## config.mk

```make
export PLATFORM = sky130hd
export DESIGN_NAME = seven_seg_scan
export DESIGN_NICKNAME = d
export VERILOG_FILES = /design/src/rtl/seven_seg_pkg.sv /design/src/rtl/seg_decoder.sv /design/src/rtl/seven_seg_scan.sv
export SDC_FILE = /design/constraint.sdc
export NUM_CORES = 1
export LEC_CHECK = 0
export CAP_MARGIN = 20
export CORE_UTILIZATION = 55
export DETAILED_ROUTE_END_ITERATION = 10
export PLACE_DENSITY = 0.79
export SETUP_SLACK_MARGIN = 0.1
export SYNTH_ARGS = -nofsm -noshare
export SYNTH_HDL_FRONTEND = slang
export SYNTH_SLANG_ARGS = --single-unit
```

## constraint.sdc

```tcl
create_clock -name clk -period 4.85 [get_ports clk]
set_clock_uncertainty 0.1 [all_clocks]
set_input_delay 0.97 -clock clk [delete_from_list [all_inputs] [get_ports clk]]
set_output_delay 0.97 -clock clk [all_outputs]
set_load 0.02 [all_outputs]
```

## src/rtl/seven_seg_pkg.sv

```systemverilog
// Shared constants and types for the four-digit seven-segment scanner.
package seven_seg_pkg;

    localparam int NUM_DIGITS = 4;

    // Slot index: which digit position is being driven this refresh slot.
    typedef enum logic [1:0] {
        SLOT_SEC_LOW  = 2'd0,
        SLOT_SEC_HIGH = 2'd1,
        SLOT_MIN_LOW  = 2'd2,
        SLOT_MIN_HIGH = 2'd3
    } slot_t;

    // Segment patterns, {g,f,e,d,c,b,a}, active-low.
    localparam logic [6:0] SEG_0    = 7'b1000000;
    localparam logic [6:0] SEG_1    = 7'b1111001;
    localparam logic [6:0] SEG_2    = 7'b0100100;
    localparam logic [6:0] SEG_3    = 7'b0110000;
    localparam logic [6:0] SEG_4    = 7'b0011001;
    localparam logic [6:0] SEG_5    = 7'b0010010;
    localparam logic [6:0] SEG_6    = 7'b0000010;
    localparam logic [6:0] SEG_7    = 7'b1111000;
    localparam logic [6:0] SEG_8    = 7'b0000000;
    localparam logic [6:0] SEG_9    = 7'b0010000;
    localparam logic [6:0] SEG_DASH = 7'b0111111;
    localparam logic [6:0] SEG_OFF  = 7'b1111111;

endpackage

```

## src/rtl/seg_decoder.sv

```systemverilog
// BCD to active-low seven-segment decoder; non-BCD codes show a dash.
module seg_decoder
    import seven_seg_pkg::*;
(
    input  logic [3:0] bcd,
    output logic [6:0] seg
);

    // Straight table lookup; anything above 9 is an invalid BCD digit.
    always_comb begin
        seg = SEG_DASH;
        case (bcd)
            4'd0:    seg = SEG_0;
            4'd1:    seg = SEG_1;
            4'd2:    seg = SEG_2;
            4'd3:    seg = SEG_3;
            4'd4:    seg = SEG_4;
            4'd5:    seg = SEG_5;
            4'd6:    seg = SEG_6;
            4'd7:    seg = SEG_7;
            4'd8:    seg = SEG_8;
            4'd9:    seg = SEG_9;
            default: seg = SEG_DASH;
        endcase
    end

endmodule

```

## src/rtl/seven_seg_scan.sv

```systemverilog
// Time-multiplexed driver for a four-digit mm:ss seven-segment display.
// Digits are snapshotted once per frame so a frame never mixes old and new time.
module seven_seg_scan
    import seven_seg_pkg::*;
#(
    parameter int REFRESH_DIV = 50000,
    parameter int DEAD_CYC    = 500
) (
    input  logic       clk,
    input  logic       reset,
    input  logic [3:0] sec_low,
    input  logic [3:0] sec_high,
    input  logic [3:0] min_low,
    input  logic [3:0] min_high,
    input  logic       blank_lead,
    input  logic       dp_en,
    output logic [6:0] seg,
    output logic       dp,
    output logic [3:0] an,
    output logic       frame_start
);

    localparam int PW = (REFRESH_DIV > 1) ? $clog2(REFRESH_DIV) : 1;
    localparam logic [PW-1:0] PRESCALE_TOP = PW'(REFRESH_DIV - 1);
    localparam logic [PW-1:0] DEAD_END     = PW'(DEAD_CYC);

    logic [PW-1:0] prescale;
    slot_t         slot;
    logic [3:0]    snap [NUM_DIGITS];
    logic          tick;
    logic          lit;
    logic [3:0]    cur_digit;
    logic [6:0]    cur_seg;
    logic [3:0]    an_next;
    logic          dp_next;

    assign tick        = (prescale == PRESCALE_TOP);
    assign frame_start = tick && (slot == SLOT_MIN_HIGH);

    // Prescaler and slot index: slot advances once per full prescaler period.
    always_ff @(posedge clk or posedge reset) begin
        if (reset) begin
            prescale <= '0;
            slot     <= SLOT_SEC_LOW;
        end else if (tick) begin
            prescale <= '0;
            slot     <= slot_t'(slot + 2'd1);
        end else begin
            prescale <= prescale + 1'b1;
        end
    end

    // Snapshot all four digits at the end of the last slot of each frame.
    always_ff @(posedge clk or posedge reset) begin
        if (reset) begin
            for (int i = 0; i < NUM_DIGITS; i++) begin
                snap[i] <= 4'd0;
            end
        end else if (frame_start) begin
            snap[0] <= sec_low;
            snap[1] <= sec_high;
            snap[2] <= min_low;
            snap[3] <= min_high;
        end
    end

    // Pick the snapshot digit and anode/dp pattern for the current slot.
    always_comb begin
        cur_digit = snap[0];
        case (slot)
            SLOT_SEC_LOW:  cur_digit = snap[0];
            SLOT_SEC_HIGH: cur_digit = snap[1];
            SLOT_MIN_LOW:  cur_digit = snap[2];
            SLOT_MIN_HIGH: cur_digit = snap[3];
            default:       cur_digit = snap[0];
        endcase
        lit = (prescale >= DEAD_END) &&
              !((slot == SLOT_MIN_HIGH) && blank_lead && (snap[3] == 4'd0));
        an_next = 4'b1111;
        if (lit) begin
            an_next[slot] = 1'b0;
        end
        dp_next = !(lit && (slot == SLOT_MIN_LOW) && dp_en);
    end

    seg_decoder u_seg_decoder (
        .bcd (cur_digit),
        .seg (cur_seg)
    );

    // Register the display outputs so the pins see clean, glitch-free levels.
    always_ff @(posedge clk or posedge reset) begin
        if (reset) begin
            an  <= 4'b1111;
            seg <= SEG_OFF;
            dp  <= 1'b1;
        end else begin
            an  <= an_next;
            seg <= cur_seg;
            dp  <= dp_next;
        end
    end

endmodule

```

==> run summary <==
period utilization: 74.9%
critical path type: reg2out
# setup viols final: 0
CP delay by family, top: simple AND/OR/NAND/NOR gates
placed insts: 259
count leader, synth: dfrtp_1
input/output buffers: 32
met3 Use GR: 5.73%
fmax: 0.275 GHz
measured slew at the worst slew-check pin: 0.653 ns
Hold Slack: 0.401 ns
Req. time, crit path: 3.78 ns
final core occ: 70.8%
post-synth top area cell: dfrtp_1
routed via count: 1493
Tot Pwr: 0.687 mW
max-cap viol count: 0
share of layout cells above drive strength 1: 19.6%
synthesized cell area: 2200 um^2
CTS HTree Levels: 2
CP Cell Sequence: or4b_1 > nor4_1 > buf_4 > and2_1 > clkdlybuf4s50_1
vias per inst: 5.59
gr ovfl total: 0
Reg area: 1170 um^2
first-pass GRT wire length: 6.47 mm
HP Class: reg2reg
Largest stage delay, worst path: 0.61 ns
Ports: 33
RSZ-0062 raised after global routing: no
crit path DAT: 2.56 ns
row cnt: 22
Max rail drop VDD: 0.210 mV
n_diodes: 0
initial antenna violation count: 0
CTS Root Cell: clkbuf_8
Seq/Total Area, Yosys: 53.1%
area of the multi-input gates: 957 um^2
chip width: 65.2 um
Clock Path Buffers: 2
routed length per instance: 14.8 um
Cell variety after synth: 38
Synth Flop Type: dfrtp_1
largest net degree at the start of global routing: 30
most used routing layer: met2
Post-route DRC: 0
synth warn: 0
TritonRoute pass-1 iters: 4
met2 usage: 32.0%
number of global-route vias before repair: 1451
Starting Density: 58.7%
die area: 4250 um^2
clk sinks: 46
syn_nets: 212
Slew HR: 56.4%
Max Slew Vio Count: 0
register bit total from synthesis: 46
hold-fix buffer count after cts: 0
Core Area: 3740 um^2
CTS tree: built
setup bufs post-CTS: 0
First DRT Iteration DRCs: 110
post-DP HPWL: 2.92 mm
Post-synth EDFFs: 0
final net count: 248
Critical path buffers and inverters: 2
CTS resizes: 0
die height: 65.2 um
Post-Route Setup TNS: 0 ns
Final min period: 3.63 ns
GP Congestion: 0.825
Routed Antenna Nets: 0
clock slew at reported path FFs: 0.08 ns
Post-synth ARST share: 100%
Finished Layout Cells: 267
outcome: finished clean
Power Dens Cells: 259 nW/um^2
DRT Wirelength: 3.95 mm
cells after synthesis: 182
layout filler cell count: 294
crit end category: output port
CP Launch Type: flip-flop
clk_lat worst skew: 0.29 ns
TritonCTS Buffers: 5
top-area cell type share of the netlist area: 38.7%
GR met1 Demand/Resource: 27.6%
Reg2Reg Setup Slack: 2.51 ns
synthesis-to-layout area growth: 20.6%
top cells by area, synth: dfrtp_1, dfstp_2, mux2_4
syn avg cell area: 12.1 um^2
Critical Path Fanout Max: 12
Overall Global Routing Usage: 20.5%
CP max-delay cell: or4b_1
Hold Fails Final Rpt: 0
most frequent cells after synthesis: dfrtp_1, dfstp_2, inv_1, nand2_1, nor2_1
Leak: 1.19 nW
## sequential cells by signal (all words and copies together), names as in the netlist
name      count
prescale     16
dp            1
an            4
slot          2
seg           7
snap         16
## worst reg2reg max path, cell delays in order, from the launching register on
cell and delay, ns:
dfrtp_1 0.41, ha_1 0.35, a222oi_1 0.42, mux2_2 0.29, inv_1 0.10, o21ai_0 0.35
o221ai_1 0.22
## final timing paths
check	from	cells past startpoint	endpoint
setup / recovery	prescale[7]	5	frame_start
hold reg to reg	prescale[5]	1	prescale[5]
hold / removal	prescale[5]	1	prescale[5]
setup reg to reg	slot[0]	6	seg[3]
max in group asynchronous	reset	3	dp
min in group asynchronous	reset	2	snap[11]
## placed cells by master, fill, tap and decap left out, types with 2 or more instances in the layout
cell type        synthesis  routed
a21oi_1                  4       4
a222oi_1                 4       4
buf_4                    0       2
clkbuf_8                 0       5
clkdlybuf4s50_1          0      32
dfrtp_1                 34      34
dfstp_2                 12      12
ha_1                    10      10
inv_1                   12      12
mux2_2                   8       8
mux2_4                  10      10
mux2i_1                  3       3
nand2_1                 12      12
nand3_1                  5       5
nand4_1                  6       6
nor2_1                  12      12
nor3_1                   6       6
nor4_1                   4       4
o21ai_0                  5       5
xnor2_1                  9       9
xor2_1                   5       5
## routing by layer
layer,wire length [um],vias to the layer above
met5,0,-
met4,27,0
met3,187,4
met2,1910,51
met1,1820,730
li1,-,708
## layout make-up
type / instances / area share, %
flip-flops and latches: 46 / 44.0
inverters: 12 / 1.70
multi-input cells: 119 / 36.1
repair buffers: 34 / 12.7
well taps: 48 / 2.27
clock inverters: 3 / 0.614
clock buffers: 5 / 2.60
## report_power, final
group | internal, mW | switching (mW)
sequential | 0.398 | 0.00571
combinational | 0.0338 | 0.0271
clock | 0.0986 | 0.123
total | 0.531 | 0.156
## stage by stage
step | cell area, um^2 | setup slack (ns)
final | 2650 | 1.22
after global routing | 2650 | 1.07
after CTS | 2650 | 1.20
after detailed placement | 2560 | 1.55
after global placement | 2560 | 1.56
after floorplan | 2200 | 2.17
## cells by family (layout without fill, tap and decap cells)
family	Yosys count	after routing	synth area share, %
adders and majority gates	10	10	5.69
muxes	21	21	12.3
DFF	46	46	53.1
xor gates and xnor gates	14	14	5.58
buffers and inverters	17	54	3.36
and+or+nand+nor	56	56	14.3
AOI/OAI and AO/OA	18	18	5.70
Note: power is estimated with default switching activity, not from simulation.
==> RTL change 1: new RTL, same settings <==
Reset style: synchronous (`reset`), changed in 3 clocked blocks.
--- a/src/rtl/seven_seg_scan.sv
+++ b/src/rtl/seven_seg_scan.sv
@@ -40,3 +40,3 @@
     // Prescaler and slot index: slot advances once per full prescaler period.
-    always_ff @(posedge clk or posedge reset) begin
+    always_ff @(posedge clk) begin
         if (reset) begin
@@ -53,3 +53,3 @@
     // Snapshot all four digits at the end of the last slot of each frame.
-    always_ff @(posedge clk or posedge reset) begin
+    always_ff @(posedge clk) begin
         if (reset) begin
@@ -91,3 +91,3 @@
     // Register the display outputs so the pins see clean, glitch-free levels.
-    always_ff @(posedge clk or posedge reset) begin
+    always_ff @(posedge clk) begin
         if (reset) begin
Check against the original RTL: differs if reset is asserted again (counterexample within 4 cycles, from zero or initial values and one cycle with reset high); with reset held inactive, the same outputs for 10 cycles.
==> RTL change 1 against the original RTL <==
  * Via count increased by 1.8%
  * Sequential cell count unchanged
  * Routed wire length shrank 8.0%
  * Power rose by 6.5%
  * Setup slack worse by 0.048 ns
  * Clock power up 23%
  * Critical path depth unchanged
  * First-iteration DRC count fell by 12%
  * Fmax shrank 1.3%
  * Sequential share of layout area decreased by 1.7 points
  * Combinational power decreased by 23%
  * Design area decreased by 3.5%
  * Area after synthesis down 4.3%
  * Critical path type unchanged
  * Largest cell class unchanged
==> RTL change 1: results (changes against the original RTL) <==
Detailed routing
  • Met1 WL: 1821 um (about the same)
  • Vias: 1520 (+1.8%)
  • Wire length on met3: 175 um (-6.4%)
  • Iteration-0 DRC Markers: 97 (-12%)
  • Top layer in use: met4
  • Drt first pass iters: 5 (+1)
  • Avg WL per Cell: 12.74 um (-14%)
  • Metal2 WL: 1576 um (-18%)

Power
  • Static leakage: 0.9460 nW (-21%)
  • Worst vdd ir: 215.6 uV (+2.5%)
  • Net Sw Frac: 0.2010 (-0.02602)

Timing
  • Hold WS: 0.3891 ns (-0.01205 ns)
  • Worst Slack Setup Final: 1.170 ns (-0.04791 ns)
  • Slew margin rel.: 0.5415 (-0.02275)

Final layout
  • Layout fillers: 282 (-4.1%)
  • Share of cells above drive strength 1: 0.05485 (-0.1415)
  • Nets: 266 (+7.3%)
  • Fin cells: 285 (+6.7%)

Logic synthesis
  • Seq/Total Area, Yosys: 0.5143 (-0.01647)
  • Main area contributors after synthesis: dfxtp_1 29%, edfxtp_1 23%, ha_1 6.0%, and2_1 5.1%, xnor2_1 5.0%
  • Async SR Flop Fraction: 0 (-1.000)
  • Synth cell count leaders: 30 x dfxtp_1, 20 x nor2_1, 17 x and2_1
  • Count leader, synth: dfxtp_1
  • Adder-Cell Fraction of Synth Area: 0.05952 (+0.002576)
  • Syn avg cell area: 10.35 um2 (-14%)
  • Post-synthesis mux area share: 0.03036 (-0.09265)
  • Number of flops mapped to enable cells by yosys: 16 (+16)
  • Compound-Gate Fraction of Synth Area: 0.07917 (+0.02222)
  • Post-Synth XOR/XNOR Area: 0.05417 (-0.001642)
  • Post-Syn Nets: 233 (+9.9%)
  • Post-synth cell types: 37 (-2.6%)

GRT
  • Largest net degree at the start of global routing: 17 (-43%)
  • GRT met2 Usage: 0.3005 (-0.01906)
  • Met3 Use GR: 0.05357 (-0.003720)
  • Vias in the first global route: 1367 (-5.8%)
  • Global-route wire length before repair: 6230 um (-3.7%)
  • Gr usage total: 0.2010 (-0.003743)
  • Met1 Use GR: 0.2760 (-0.0003191)

Setup path
  • Reg2Reg Setup Slack: 2.33 ns (-0.18 ns)
  • Crit path arrival time: 2.61 ns (+0.05 ns)
  • Max stage delay cell, worst path: clkdlybuf4s50_1
  • CP peak stage delay: 0.66 ns (+0.05 ns)
  • Critical path fanouts, max: 6 (-6)

Clock network
  • Hold-fix buffers, CTS: 0 (unchanged)
  • CTS resizes: 0 (unchanged)

Outcome
  • Status: finished clean

Place
  • Post-DP HPWL: 2603 um (-11%)
  • RD Place Congestion: 0.8533 (+3.4%)
  • Place WS: 1.503 ns (-0.05035 ns)
  • Placed Area: 2449 um2 (-4.5%)
  • Placed instance count: 277 (+6.9%)
==> RTL change 1: cell types whose count changed in the layout (fill, tap and decap cells not counted), moves of 5 or more <==
cell / change
edfxtp_1: +16
nand3_1: +6
mux2_2: -5
dfxtp_1: +30
nor2_1: +8
dfrtp_1: -34
mux2_4: -10
and2_1: +16
dfstp_2: -12
==> RTL change 1: path summary, 6_finish.rpt <==
| check | to | cells past startpoint | from |
|---|---|---|---|
| setup / recovery | frame_start | 5 | prescale[0]$_SDFF_PP0_ |
| hold / removal | prescale[0]$_SDFF_PP0_ | 1 | prescale[0]$_SDFF_PP0_ |
| setup reg to reg | seg[5]$_SDFF_PP1_ | 8 | slot[0]$_SDFFE_PP0N_ |
| hold reg to reg | prescale[0]$_SDFF_PP0_ | 1 | prescale[0]$_SDFF_PP0_ |
==> RTL change 1: power groups by stage <==
stage	registers (W)	logic, W	clock network (W)
after floorplan	0.000424	0.0000175	0
after global placement	0.000420	0.0000463	0
after detailed placement	0.000420	0.0000466	0
after CTS	0.000411	0.0000470	0.000278
after global routing	0.000412	0.0000507	0.000296
final	0.000411	0.0000466	0.000274
==> RTL change 1: logic make-up (layout without fill, tap and decap cells) <==
kind of cell / count (synthesis) / in the layout
and+or+nand+nor: 83 / 83
DFF: 46 / 46
AOI/OAI and AO/OA: 23 / 23
buffers and inverters: 22 / 56
xor gates and xnor gates: 13 / 13
adders and majority gates: 10 / 10
muxes: 6 / 6
==> RTL change 1: layout make-up <==
type / count / area, um2 / share of cell area
Sequential cell: 46 / 1081 / 0.4231
Multi-Input combinational cell: 135 / 927.1 / 0.3629
Timing Repair Buffer: 32 / 320.3 / 0.1254
Clock buffer: 6 / 72.57 / 0.02840
Inverter: 16 / 60.06 / 0.02351
Tap cell: 48 / 60.06 / 0.02351
Clock inverter: 2 / 33.78 / 0.01322
==> RTL change 2: new RTL, config.mk and constraints unchanged <==
Without the edit above. Change the parameter `REFRESH_DIV` from 50000 to 200000.
--- a/src/rtl/seven_seg_scan.sv
+++ b/src/rtl/seven_seg_scan.sv
@@ -5,3 +5,3 @@
 #(
-    parameter int REFRESH_DIV = 50000,
+    parameter int REFRESH_DIV = 200000,
     parameter int DEAD_CYC    = 500
Behaviour: no difference found for any inputs over 10 cycles, from zero or initial values and one cycle with reset high; that may be too few to reach the edited logic, so the function may still have changed.
==> RTL change 2 against the original RTL <==
  * Setup slack gained 0.19 ns
  * Routed wire length grew 17%
  * Design area grew 4.9%
  * Sequential cell count grew 2
  * Cell count grew 3.4%
  * Sequential share of layout area shrank 0.24 points
  * Area after synthesis grew 6.3%
  * Hold slack gained 0.0054 ns
  * Sequential power grew 4%
  * Power grew 6.1%
  * Count of clock-buffer cells in the layout grew 2
  * Non-clock buffer count shrank 1
  * Critical endpoint unchanged
  * Largest cell class unchanged
  * Highest routed layer unchanged
==> RTL change 2: results (changes against the original RTL) <==
Outcome
  • Status: finished clean

GRT
  • Global-route wire length before repair: 7376 um (+14%)
  • Gr usage total: 0.2295 (+0.02471)
  • Largest net degree at the start of global routing: 49 (+63%)

Setup path
  • Crit path arrival time: 2.37 ns (-0.19 ns)
  • Max stage delay cell, worst path: clkdlybuf4s50_1
  • R2r startpoint: prescale[0]$_DFF_PP0_
  • FF-to-FF path depth: 5 (-1)

Power
  • Worst vdd ir: 154.7 uV (-26%)
  • Seq pwr: 0.000420 W (+4%)
  • NetSw: 0.0001637 W (+5.1%)
  • Static leakage: 1.235 nW (+3.5%)

Timing
  • Tightest Pin Transition: 0.5765 ns (-0.07640 ns)

Final layout
  • Layout fillers: 301 (+2.4%)
  • Largest regs: prescale: 18 flops, snap: 16 flops, seg: 7 flops
  • Nets: 255 (+2.8%)
  • Share of cells above drive strength 1: 0.2080 (+0.01162)

Logic synthesis
  • Main area contributors after synthesis: dfrtp_1 39%, dfstp_2 13%, mux2_4 6.4%, ha_1 5.4%, mux2_2 4.8%
  • Post-Synth XOR/XNOR Area: 0.05624 (+0.0004313)
  • Post-synthesis mux area share: 0.1296 (+0.006613)
  • Seq/Total Area, Yosys: 0.5206 (-0.01013)
  • Compound-Gate Fraction of Synth Area: 0.05570 (-0.001243)
  • Synth cell count leaders: 36 x dfrtp_1, 16 x nand2_1, 12 x dfstp_2, 12 x inv_1, 11 x nor2_1
  • Adder-Cell Fraction of Synth Area: 0.05356 (-0.003386)

Detailed routing
  • Iteration-0 DRC Markers: 165 (+50%)
  • Number of vias per cell: 5.786 (+3.5%)
  • Drt first pass iters: 5 (+1)

Hold path
  • WHS Endpoint: prescale[12]$_DFF_PP0_
  • HP Start: prescale[12]$_DFF_PP0_
-- RTL change 2: cell types whose count changed in the layout (fill, tap and decap cells not counted), moves of 3 or more --
cell	change
nand2_1	+4
nor3_1	-4
and3_1	+3
and4_1	+3
-- RTL change 2: metal layers --
metal,part of all wire,vias up,track usage
met2,0.51,54,0.3963
li1,-,744,-
met5,0,-,0
met1,0.42,790,0.2772
met4,0.017,0,0.08777
met3,0.055,9,0.05236
-- RTL change 2: kinds of logic (layout without fill, tap and decap cells) --
kind of cell,Yosys count,after routing
DFF,48,48
xor gates and xnor gates,15,15
muxes,24,24
buffers and inverters,18,53
and+or+nand+nor,58,58
adders and majority gates,10,10
AOI/OAI and AO/OA,18,18
-- RTL change 2: area by class of cell --
cell class / count / area share
Sequential cell: 48 / 0.4378
Multi-Input combinational cell: 125 / 0.3716
Timing Repair Buffer: 33 / 0.1180
Clock buffer: 7 / 0.03108
Tap cell: 50 / 0.02252
Inverter: 12 / 0.01622
Clock inverter: 1 / 0.002703
-- RTL change 2: critical path, delay by kind of cell (launching register included) --
| family | cells | cell delay (ns) |
|---|---|---|
| fa+ha+maj | 1 | 0.21 |
| flops | 1 | 0.41 |
| buf+inv | 1 | 0.60 |
| simple gates | 3 | 0.84 |
-- RTL change 2: metrics by stage --
step / area (um2) / setup WS, ns / hold WS [ns] / cells
finish: 2778 / 1.405 / 0.4066 / 276
global route: 2778 / 1.224 / 0.4295 / 276
CTS: 2778 / 1.388 / 0.4113 / 276
detailed placement: 2684 / 1.751 / 0.3915 / 268
global placement: 2684 / 1.792 / 0.3738 / 268
floorplan: 2336 / 2.396 / 0.3554 / 191
